## src/rtl/ififo_feeder.sv

```systemverilog
// ififo_feeder: read-side controller for the weight input FIFO.
// Pops a programmed number of rows (col*bw bits each) and presents them to the
// PE array's north weight inputs with a diagonal skew. Column c sees its nibble
// c cycles after column 0. The block runs a start/busy/done handshake with the
// top-level control FSM.
//
// Ports:
//   clk         rising-edge clock
//   reset       asynchronous, active-low clear of all state
//   start       load request, sampled only in IDLE together with num_rows
//   num_rows    number of rows to transfer (0 completes immediately)
//   stall       array back-pressure; freezes FSM, counters and skew chains
//   fifo_empty  FIFO empty flag
//   fifo_data   FIFO head word (combinational view)
//   fifo_rd     FIFO pop strobe (combinational)
//   w_out       skewed weights, column c = w_out[c*bw +: bw]
//   w_valid     per-column valid for w_out
//   busy        high while a transaction is in progress
//   done        one-cycle completion pulse once the last row leaves the last column
module ififo_feeder #(
  parameter int col   = 8,
  parameter int bw    = 4,
  parameter int cnt_w = 5
) (
  input  logic                clk,
  input  logic                reset,
  input  logic                start,
  input  logic [cnt_w-1:0]    num_rows,
  input  logic                stall,
  input  logic                fifo_empty,
  input  logic [col*bw-1:0]   fifo_data,
  output logic                fifo_rd,
  output logic [col*bw-1:0]   w_out,
  output logic [col-1:0]      w_valid,
  output logic                busy,
  output logic                done
);

  localparam int DW = $clog2(col + 1);
  // One skew-chain entry: {valid, data}.
  localparam int E  = bw + 1;

  typedef enum logic [1:0] {IDLE, LOAD, DRAIN, DONE} state_e;

  state_e           state_q, state_d;
  logic [cnt_w-1:0] rows_q, rows_d;
  logic [cnt_w-1:0] issued_q, issued_d;
  logic [DW-1:0]    drain_q, drain_d;
  logic             pop;

  always_comb begin
    state_d  = state_q;
    rows_d   = rows_q;
    issued_d = issued_q;
    drain_d  = drain_q;
    pop      = 1'b0;
    if (!stall) begin
      unique case (state_q)
        IDLE: begin
          if (start) begin
            rows_d   = num_rows;
            issued_d = '0;
            drain_d  = '0;
            state_d  = (num_rows != '0) ? LOAD : DONE;
          end
        end
        LOAD: begin
          if (!fifo_empty) begin
            pop = 1'b1;
            if (issued_q != rows_q) issued_d = issued_q + 1'b1;
            if (issued_d == rows_q) state_d = DRAIN;
          end
        end
        DRAIN: begin
          // col cycles let the last row walk down the deepest chain.
          if (drain_q == DW'(col - 1)) state_d = DONE;
          else                         drain_d = drain_q + 1'b1;
        end
        DONE:    state_d = IDLE;
        default: state_d = IDLE;
      endcase
    end
  end

  always_ff @(posedge clk or negedge reset) begin
    if (!reset) begin
      state_q  <= IDLE;
      rows_q   <= '0;
      issued_q <= '0;
      drain_q  <= '0;
    end else begin
      state_q  <= state_d;
      rows_q   <= rows_d;
      issued_q <= issued_d;
      drain_q  <= drain_d;
    end
  end

  assign fifo_rd = pop;
  assign busy    = (state_q != IDLE);
  assign done    = (state_q == DONE);

  // Column c: (c+1)-deep chain packed as entries, entry 0 in the low bits.
  for (genvar c = 0; c < col; c++) begin : g_col
    logic [(c+1)*E-1:0] chain_q, chain_d, shifted;
    logic [E-1:0]       new_e;

    // Bubbles carry zero data so an invalid slot never shows nonzero weights.
    assign new_e = {pop, fifo_data[c*bw +: bw] & {bw{pop}}};

    if (c == 0) begin : g_first
      assign shifted = new_e;
    end else begin : g_rest
      assign shifted = {chain_q[c*E-1:0], new_e};
    end

    always_comb begin
      chain_d = chain_q;
      if (!stall) chain_d = shifted;
    end

    always_ff @(posedge clk or negedge reset) begin
      if (!reset) chain_q <= '0;
      else        chain_q <= chain_d;
    end

    assign w_out[c*bw +: bw] = chain_q[c*E +: bw];
    assign w_valid[c]        = chain_q[(c+1)*E-1];
  end

endmodule

```

## config.mk

```make
export PLATFORM = sky130hd
export DESIGN_NAME = ififo_feeder
export DESIGN_NICKNAME = d
export VERILOG_FILES = /design/src/rtl/ififo_feeder.sv
export SDC_FILE = /design/constraint.sdc
export NUM_CORES = 1
export LEC_CHECK = 0
export CAP_MARGIN = 20
export CORE_ASPECT_RATIO = 0.6
export CORE_MARGIN = 2
export CORE_UTILIZATION = 45
export CTS_CLUSTER_DIAMETER = 60
export DETAILED_ROUTE_END_ITERATION = 16
export PLACE_DENSITY_LB_ADDON = 0.08
export REMOVE_ABC_BUFFERS = 1
export SYNTH_ARGS = -nofsm -noshare
export SYNTH_HDL_FRONTEND = slang
export SYNTH_SLANG_ARGS = --single-unit
```

## constraint.sdc

```tcl
create_clock -name clk -period 4.2 [get_ports clk]
set_clock_uncertainty 0.05 [all_clocks]
set_input_delay 0.84 -clock clk [delete_from_list [all_inputs] [get_ports clk]]
set_output_delay 0.84 -clock clk [all_outputs]
set_load 0.01 [all_outputs]
```

==> key figures, run 1 <==
Global route
  • Largest net degree at the start of global routing: 156
  • First-pass GRT wire length: 19.78 mm
  • Vias in the first global route: 3929
  • Antenna violations before repair: 0
  • GRT Util Overall: 0.1570
  • Overflow after GRT: 0

Clock network
  • Root Driver: clkbuf_16
  • Number of buffers created by CTS: 17
  • H-tree Lvls: 4
  • CTS tree: built
  • Sink Count: 168
  • Clock Pin Slew Worst Setup and Hold Paths: 0.07 ns
  • Post-CTS Hold Fix Bufs: 0
  • Number of setup buffers added after CTS: 0
  • Post-CTS Resized: 0
  • Worst skew pair latency: 0.41 ns
  • Maximum buffer depth of the clock tree: 2

Synth
  • Synth Instances: 460
  • Fraction of the mapped netlist area in compound gates: 0.07505
  • Yosys cell types: 41
  • Simple-gate share of the synthesized area: 0.02210
  • Syn_area_per_cell: 14.89 um2
  • Syn. warnings: 0
  • Post-synth EDFFs: 0
  • Top FF cell, synth: dfrtp_1
  • Largest family of logic cells by synthesized area: multiplexers
  • Post-synthesis adder-cell area fraction: 0.01096
  • Synth Register Bits: 168
  • Mux cell area share after synthesis: 0.2100
  • Most common cell in the netlist: dfrtp_1
  • Synth top area share: 0.6136
  • Sequential share of the synthesized area: 0.6136
  • Post-synth ARST share: 1.000
  • Synth area leader: dfrtp_1
  • Synth area leaders: dfrtp_1 61%, mux2_2 21%, a22o_1 4.9%, buf_4 4.1%, ha_1 1.1%
  • Mapped cell area: 6852 um2
  • Post-synth top cells: 168 x dfrtp_1, 126 x mux2_2, 38 x a22o_1
  • Post-Synth XOR/XNOR Area: 0.01096

Place
  • Hpwl dp: 7.247 mm
  • Placed instance area: 7615 um2
  • Buffers added on ports: 84
  • Final GP Congestion: 0.7088

Finish
  • Finished Cell Area: 8212 um2
  • Final net count: 557
  • Fraction of layout cells with a size suffix above 1: 0.3263
  • ANT cells: 0
  • Area grow syn2layout: 19.85%

Timing
  • Slew Viols, Final: 0
  • Fin crit share: 0.7231
  • Final hold violation count: 0
  • Final setup fails: 0
  • Worst Tran Pin Value: 0.9485 ns
  • Rel. slew slack: 0.3677
  • F_max: 329.3 MHz
  • Hold slack: 0.4394 ns
  • Total negative slack: 0 ns
  • RSZ-0062 raised after global routing: false
  • Crit path time final: 3.037 ns

Die
  • Ports: 85
  • Core Region: 14680 um2
  • Starting Density: 0.4668
  • Die Ht: 99.58 um
  • Die area: 16260 um2
  • Core Rows: 34
  • Die W: 163.3 um

Routing
  • Antenna viol nets, final: 0
  • Drt pass-1 iters: 4
  • DR WL/cell: 16.12 um
  • Routed WL: 11.59 mm
  • Drt via density: 5.157
  • DR DRC count: 0
  • Routed via count: 3708
  • Initial DRC Count: 212

Worst setup path
  • Crit Path Category: input pin to output pin
  • CP arrival: 2.15 ns
  • CP Max Fanout: 2
  • Reg2reg start: state_q[1]
  • Startpoint class of the critical path: input pin
  • Critical Path End Type: output pin
  • Origin of the worst setup path: fifo_empty
  • Worst path required time: 3.31 ns

Worst hold path
  • Min-delay worst type: register to register
  • Hold Startpoint: g_col[6].chain_q[20]

Power
  • Leakage power: 3.937 nW
  • VDD IR max: 0.2720 mV
  • Pwr dens: 576.4 nW/um2

Outcome
  • Status: finished, final reports clean

Run
  • Max Cap Viol: 0
## power by group
| group | internal (mW) | switching, mW |
|---|---|---|
| clock network | 0.937 | 0.629 |
| registers | 1.94 | 0.214 |
| logic | 0.592 | 0.416 |
| total | 3.47 | 1.26 |
## cell families (layout without fill, tap and decap cells)
| family | Yosys count | after routing |
|---|---|---|
| DFF | 168 | 168 |
| xor gates and xnor gates | 6 | 6 |
| adders and majority gates | 6 | 6 |
| and+or+nand+nor | 24 | 24 |
| AOI/OAI and AO/OA | 65 | 65 |
| buffers and inverters | 63 | 124 |
| muxes | 128 | 128 |
## critical path, cell delays in order
cell and delay (ns):
clkdlybuf4s50_1 0.51, nor3b_4 0.23, clkdlybuf4s50_1 0.57
## registers in the layout (all words and copies together), names as in the netlist
| name | cells |
|---|---|
| rows_q | 5 |
| issued_q | 5 |
| drain_q | 4 |
| g_col.chain_q | 152 |
| state_q | 2 |
## layout make-up
| type | instances | area [um2] |
|---|---|---|
| Fill cell | 1227 | 6465 |
| Sequential cell | 168 | 4204 |
| Multi-Input combinational cell | 229 | 2255 |
| Timing Repair Buffer | 89 | 893.4 |
| Clock buffer | 17 | 425.4 |
| Tap cell | 198 | 247.7 |
| Clock inverter | 14 | 171.4 |
| Inverter | 4 | 15.01 |
## routing by layer
layer	routed length, um	GRT usage	up-vias
met5	0	0	-
met4	115	0.05990	0
met3	774	0.06088	13
met2	5131	0.2314	81
met1	5570	0.2107	1889
li1	-	-	1725
## cells in the final DEF (no fill, tap or decap), types with 2 or more instances in the layout
| cell type | Yosys | routed |
|---|---|---|
| dfrtp_1 | 168 | 168 |
| mux2_2 | 126 | 126 |
| clkdlybuf4s50_1 | 0 | 82 |
| a22o_1 | 38 | 38 |
| clkbuf_16 | 0 | 17 |
| a21oi_1 | 7 | 7 |
| ha_1 | 6 | 6 |
| inv_1 | 4 | 4 |
| nand2_1 | 4 | 4 |
| nor2_1 | 4 | 4 |
| a21o_1 | 4 | 4 |
| inv_6 | 0 | 4 |
| buf_4 | 37 | 4 |
| xnor2_2 | 3 | 3 |
| a31oi_1 | 3 | 3 |
| clkinvlp_4 | 0 | 3 |
| clkinv_2 | 0 | 3 |
| bufinv_16 | 0 | 3 |
| nand2b_1 | 2 | 2 |
| nand3b_1 | 2 | 2 |
| a22oi_1 | 2 | 2 |
| xnor2_1 | 2 | 2 |
| nand4_1 | 2 | 2 |
| o21ai_0 | 2 | 2 |
| and3_1 | 2 | 2 |
| mux2i_1 | 2 | 2 |
| buf_6 | 0 | 2 |
## final timing paths
check                      slack [ns]              endpoint  cells after the start
max reg2reg                      1.75           issued_q[4]                      8
min reg2reg                      0.44  g_col[6].chain_q[25]                      1
min in group asynchronous        0.47   g_col[2].chain_q[7]                      1
max in group asynchronous        2.59   g_col[1].chain_q[8]                      2
max                              1.16               fifo_rd                      3
min                              0.44  g_col[6].chain_q[25]                      1
## stage by stage
stage / total power [mW] / utilization / cells / setup slack [ns]
global route: 5.012 / 0.5595 / 719 / 1.119
CTS: 4.805 / 0.5595 / 719 / 1.156
global placement: 3.155 / 0.5188 / 688 / 1.160
floorplan: 2.737 / - / 401 / 1.596
finish: 4.733 / 0.5595 / 719 / 1.163
detailed placement: 3.207 / 0.5188 / 688 / 1.123
(Power assumes the default switching activity.)
==> run 2: changes to the inputs <==
clock period = 3.04 ns   (was 4.2 ns; I/O delays follow)
==> key figures, run 2 (synthesis gave the netlist of run 1 again) <==
Outcome
  • Status: finished, final reports clean (unchanged)

Power
  • Total net switching power: 1.777 mW (was 1.260 mW)
  • Sw Share: 0.2718 (was 0.2661)
  • VDD IR max: 0.3865 mV (was 0.2720 mV)
  • Leakage power: 3.956 nW (was 3.937 nW)
  • Clock network fraction of total power: 0.332 (was 0.331)
  • Tot Pwr: 6.537 mW (was 4.733 mW)
  • P_int: 4.760 mW (was 3.474 mW)
  • Comb power frac: 0.211 (was 0.213)
  • Sequential power share: 0.457 (was 0.456)
  • Pwr dens: 793.8 nW/um2 (was 576.4 nW/um2)

Routing
  • Routed WL: 11.35 mm (was 11.59 mm)
  • Initial DRC Count: 168 (was 212)
  • Routed via count: 3662 (was 3708)
  • DR DRC count: 0 (unchanged)
  • Drt via density: 5.079 (was 5.157)
  • Drt pass-1 iters: 4 (unchanged)
  • Antenna viol nets, final: 0 (unchanged)
  • DR WL/cell: 15.74 um (was 16.12 um)

Finish
  • Finished Cell Area: 8235 um2 (was 8212 um2)
  • Most common cell after layout, fill and taps aside: dfrtp_1 (unchanged)
  • ANT cells: 0 (unchanged)
  • Final net count: 558 (was 557)
  • Fraction of layout cells with a size suffix above 1: 0.3289 (was 0.3263)
  • Biggest register: g_col.chain_q (unchanged)
  • Finished Layout Cells: 721 (was 719)
  • Regs by FF count: g_col.chain_q: 152 flops, issued_q: 5 flops, rows_q: 5 flops (unchanged)
  • Most frequent cells in the layout: 168 x dfrtp_1, 126 x mux2_2, 82 x clkdlybuf4s50_1, 38 x a22o_1, 17 x clkbuf_16 (unchanged)
  • Max reg flops: 152 (unchanged)
  • Area grow syn2layout: 20.20% (was 19.85%)

Worst setup path
  • CP Max Fanout: 4 (was 2)
  • Worst path required time: 2.38 ns (was 3.31 ns)
  • Crit Path Category: register to output pin (was input pin to output pin)
  • CP arrival: 2.03 ns (was 2.15 ns)
  • Critical Path End Type: output pin (unchanged)
  • Startpoint class of the critical path: register (was input pin)

Timing
  • F_max: 371.8 MHz
  • Crit path time final: 2.690 ns
  • Worst Tran Pin Value: 0.6474 ns (was 0.9485 ns)
  • Fin worst setup slack: 0.3504 ns (was 1.163 ns)
  • Slew Viols, Final: 0 (unchanged)
  • Final hold violation count: 0 (unchanged)
  • Rel. slew slack: 0.5684 (was 0.3677)
  • Total negative slack: 0 ns (unchanged)
  • RSZ-0062 raised after global routing: false (unchanged)
  • Final setup fails: 0 (unchanged)
  • Fin crit share: 0.8847

Die
  • Ports: 85 (unchanged)
  • Core Rows: 34 (unchanged)
  • Die Ht: 99.58 um (unchanged)
  • Die area: 16260 um2 (unchanged)
  • Core Region: 14680 um2 (unchanged)
  • Starting Density: 0.4668 (unchanged)
  • Die W: 163.3 um (unchanged)

Clock network
  • Post-CTS Resized: 0 (unchanged)
  • CTS tree: built (unchanged)
  • Clock Pin Slew Worst Setup and Hold Paths: 0.07 ns (about the same)
  • Worst skew pair latency: 0.41 ns (about the same)
  • H-tree Lvls: 4 (unchanged)
  • Number of buffers created by CTS: 17 (unchanged)
  • Number of setup buffers added after CTS: 0 (unchanged)
  • Maximum buffer depth of the clock tree: 2 (unchanged)
  • Root Driver: clkbuf_16 (unchanged)
  • Sink Count: 168 (unchanged)
  • Post-CTS Hold Fix Bufs: 0 (unchanged)

Global route
  • Antenna violations before repair: 0 (unchanged)
  • Vias in the first global route: 3759 (was 3929)
  • First-pass GRT wire length: 19.49 mm (was 19.78 mm)
  • Largest net degree at the start of global routing: 127 (was 156)
  • Overflow after GRT: 0 (unchanged)
  • GRT Util Overall: 0.1544 (was 0.1570)

Run
  • Max Cap Viol: 0 (unchanged)

Place
  • Final GP Congestion: 0.7886 (was 0.7088)
  • Hpwl dp: 7.396 mm (was 7.247 mm)
  • Placed insts: 689 (was 688)
  • Placement Setup Slack: 0.4479 ns (was 1.123 ns)
  • Placed instance area: 7635 um2 (was 7615 um2)
  • Buffers added on ports: 84 (unchanged)

Worst hold path
  • Min-delay worst type: input pin to asynchronous set/reset pin (was register to register)
## run 2: final timing paths
path	startpoint	to	slack, ns	cells past startpoint
worst max-delay path	state_q[1]	fifo_rd	0.35	4
worst min-delay path	reset	g_col[7].chain_q[28]	0.14	1
worst max register to register	state_q[0]	issued_q[1]	1.05	7
worst min register to register	g_col[4].chain_q[10]	g_col[4].chain_q[15]	0.45	1
max in group asynchronous	reset	g_col[2].chain_q[10]	2.03	2
min in group clk	g_col[4].chain_q[10]	g_col[4].chain_q[15]	0.45	1
## run 2: critical path, cell delays in order, from the launching register on
cell and delay [ns]:
dfrtp_1 0.41, inv_1 0.11, ha_1 0.23, nor3b_4 0.25, clkdlybuf4s50_1 0.62
## run 2: layout make-up
cell class | count | area (um2)
fill | 1213 | 6441
clock buffer | 18 | 439.2
multi-input combinational | 229 | 2255
timing repair buffer | 90 | 913.4
sequential | 168 | 4204
clock inverter | 14 | 161.4
inverter | 4 | 15.01
tap | 198 | 247.7
## run 2: metal layers
layer,vias up,GRT usage,wire (um)
met4,0,0.05106,85
met5,-,0,0
met2,73,0.2119,4728
met1,1842,0.2272,5812
li1,1739,-,-
met3,8,0.05463,723
## run 2: power groups by stage
stage                     Sequential (mW)  Combinational (mW)  Clock [mW]
after global routing                 3.06                1.51        2.35
final                                2.99                1.38        2.17
after CTS                            2.99                1.40        2.24
after global placement               3.01                1.36           0
after floorplan                      3.00               0.786           0
after detailed placement             3.03                1.40           0
## run 2: metrics by stage
step           utilization  hold slack (ns)
6_report            0.5611           0.1405
5_1_grt             0.5611           0.1747
4_1_cts             0.5611           0.1625
3_5_place_dp        0.5202           0.4368
3_3_place_gp        0.5202           0.4297
2_1_floorplan            -           0.2624
==> run 3: changes to the inputs <==
ABC_CLOCK_PERIOD_IN_PS = 3040   (was not set)
CORE_ASPECT_RATIO = not set   (was 0.6)
==> key figures, run 3 (synthesis gave the netlist of run 1 again) <==
Timing
  • Worst Tran Pin Value: 0.7619 ns (was 0.6474 ns)
  • RSZ-0062 raised after global routing: false (unchanged)
  • Final setup fails: 0 (unchanged)
  • Fin crit share: 0.8821 (was 0.8847)
  • Final hold violation count: 0 (unchanged)
  • Hold slack: 0.1627 ns (was 0.1405 ns)
  • Rel. slew slack: 0.4921 (was 0.5684)
  • Crit path time final: 2.682 ns (was 2.690 ns)
  • F_max: 372.9 MHz (was 371.8 MHz)
  • Total negative slack: 0 ns (unchanged)
  • Slew Viols, Final: 0 (unchanged)

Finish
  • Multi-input logic area: 2255 um2 (unchanged)
  • Area grow syn2layout: 20.82% (was 20.20%)
  • # fillers: 1221 (was 1213)
  • Seq. cell area: 4204 um2 (unchanged)
  • Most frequent cells in the layout: 168 x dfrtp_1, 126 x mux2_2, 82 x clkdlybuf4s50_1, 38 x a22o_1, 17 x clkbuf_16 (unchanged)
  • Final net count: 559 (was 558)
  • Fraction of layout cells with a size suffix above 1: 0.3302 (was 0.3289)
  • Max reg flops: 152 (unchanged)
  • Most common cell after layout, fill and taps aside: dfrtp_1 (unchanged)
  • Regs by FF count: g_col.chain_q: 152 flops, issued_q: 5 flops, rows_q: 5 flops (unchanged)
  • ANT cells: 0 (unchanged)
  • Biggest register: g_col.chain_q (unchanged)

Worst setup path
  • CP endpoint: fifo_rd (unchanged)
  • Sequence of cells on the critical path: inv_1 > ha_1 > nor3b_4 > clkdlybuf4s50_1 (unchanged)
  • Worst stage delay on the critical path: 0.60 ns (was 0.62 ns)
  • Reg2reg path depth: 8 (was 7)
  • Critical Path End Type: output pin (unchanged)
  • CP Max Fanout: 4 (unchanged)
  • Reg2reg start: state_q[1] (was state_q[0])
  • Worst path required time: 2.38 ns (about the same)
  • Reg2reg setup slack: 1.00 ns (was 1.05 ns)
  • Crit Path Category: register to output pin (unchanged)
  • Slowest-stage cell, CP: clkdlybuf4s50_1 (unchanged)
  • CP arrival: 2.02 ns (was 2.03 ns)
  • Worst R2R End: issued_q[4] (was issued_q[1])
  • Startpoint class of the critical path: register (unchanged)
  • Origin of the worst setup path: state_q[1] (unchanged)

Power
  • Tot Pwr: 6.667 mW (was 6.537 mW)
  • VDD IR max: 0.4118 mV (was 0.3865 mV)
  • Pwr dens: 805.4 nW/um2 (was 793.8 nW/um2)
  • Leakage power: 3.981 nW (was 3.956 nW)

Routing
  • Routed WL: 11.00 mm (was 11.35 mm)
  • Routed via count: 3674 (was 3662)
  • Antenna viol nets, final: 0 (unchanged)
  • Drt pass-1 iters: 4 (unchanged)
  • Drt via density: 5.160 (was 5.079)
  • DR WL/cell: 15.44 um (was 15.74 um)
  • Initial DRC Count: 249 (was 168)
  • DR DRC count: 0 (unchanged)

Worst hold path
  • Min-delay worst type: input pin to asynchronous set/reset pin (unchanged)

Global route
  • Vias in the first global route: 3812 (was 3759)
  • Largest net degree at the start of global routing: 156 (was 127)
  • Antenna violations before repair: 0 (unchanged)
  • Overflow after GRT: 0 (unchanged)
  • GRT Util Overall: 0.1492 (was 0.1544)
  • First-pass GRT wire length: 18.95 mm (was 19.49 mm)

Clock network
  • Sink Count: 168 (unchanged)
  • CTS tree: built (unchanged)
  • Maximum buffer depth of the clock tree: 2 (unchanged)
  • Number of buffers created by CTS: 17 (unchanged)
  • Post-CTS Hold Fix Bufs: 0 (unchanged)
  • Number of setup buffers added after CTS: 0 (unchanged)
  • Worst skew pair latency: 0.42 ns (was 0.41 ns)
  • H-tree Lvls: 4 (unchanged)
  • Clock Pin Slew Worst Setup and Hold Paths: 0.06 ns (was 0.07 ns)
  • Post-CTS Resized: 0 (unchanged)
  • Root Driver: clkbuf_16 (unchanged)

Die
  • Die W: 127.4 um (was 163.3 um)
  • Starting Density: 0.4558 (was 0.4668)
  • Ports: 85 (unchanged)
  • Die area: 16230 um2 (was 16260 um2)
  • Core Region: 15030 um2 (was 14680 um2)
  • Die Ht: 127.4 um (was 99.58 um)
  • Core Rows: 45 (was 34)

Place
  • Hpwl dp: 6.851 mm (was 7.396 mm)
  • Final GP Congestion: 0.7038 (was 0.7886)
  • Buffers added on ports: 84 (unchanged)

Outcome
  • Status: finished, final reports clean (unchanged)

Run
  • Max Cap Viol: 0 (unchanged)
==> run 3: cell count changes in the layout (fill, tap and decap cells not counted), moves of 2 or more <==
cell / change
inv_6: -4
clkbuf_8: +3
bufinv_16: +2
inv_8: -2
==> run 3: routing by layer <==
layer  track usage  vias to the layer above  share of wire
li1              -                     1738              -
met1        0.2019                     1841           0.48
met2        0.2262                       73           0.46
met3       0.04355                       22          0.042
met4       0.06399                        0          0.020
met5             0                        -              0
==> run 3: worst min path at each step <==
stage,end,slack (ns),cells past startpoint,from
after global placement,g_col[7].chain_q[12],0.43,1,g_col[7].chain_q[7]
final,g_col[7].chain_q[37],0.16,1,reset
after CTS,g_col[7].chain_q[37],0.18,1,reset
after global routing,g_col[7].chain_q[37],0.20,1,reset
after detailed placement,g_col[5].chain_q[13],0.44,1,g_col[5].chain_q[8]
after floorplan,drain_q[0],0.26,0,reset
==> run 3: critical path, delay by kind of cell, from the launching register on <==
kind | cells | cell delay (ns)
flip-flops | 1 | 0.40
adder cells (fa/ha/maj) | 1 | 0.21
AND/OR/NAND/NOR | 1 | 0.28
buffers and inverters | 2 | 0.70
==> run 3: layout make-up <==
class | instances | area share
multi-input combinational | 229 | 0.2724
tap | 188 | 0.02842
sequential | 168 | 0.5079
clock inverter | 11 | 0.02025
timing repair buffer | 91 | 0.1112
inverter | 4 | 0.001814
clock buffer | 21 | 0.05804
==> run 3: through the flow <==
| step | std cells | setup WS, ns | instance area, um2 | util |
|---|---|---|---|---|
| detailed placement | 680 | 0.3557 | 7630 | 0.5075 |
| CTS | 712 | 0.2872 | 8278 | 0.5506 |
| finish | 712 | 0.3583 | 8278 | 0.5506 |
| global placement | 680 | 0.3539 | 7630 | 0.5075 |
| floorplan | 401 | 0.6086 | 6474 | - |
| global route | 712 | 0.2168 | 8278 | 0.5506 |
==> run 3: power by group <==
group / switching, mW / internal (mW) / leakage, nW / total [mW]
combinational: 0.559 / 0.821 / 1.38 / 1.38
clock: 0.854 / 1.46 / 0.315 / 2.32
sequential: 0.284 / 2.69 / 2.28 / 2.97
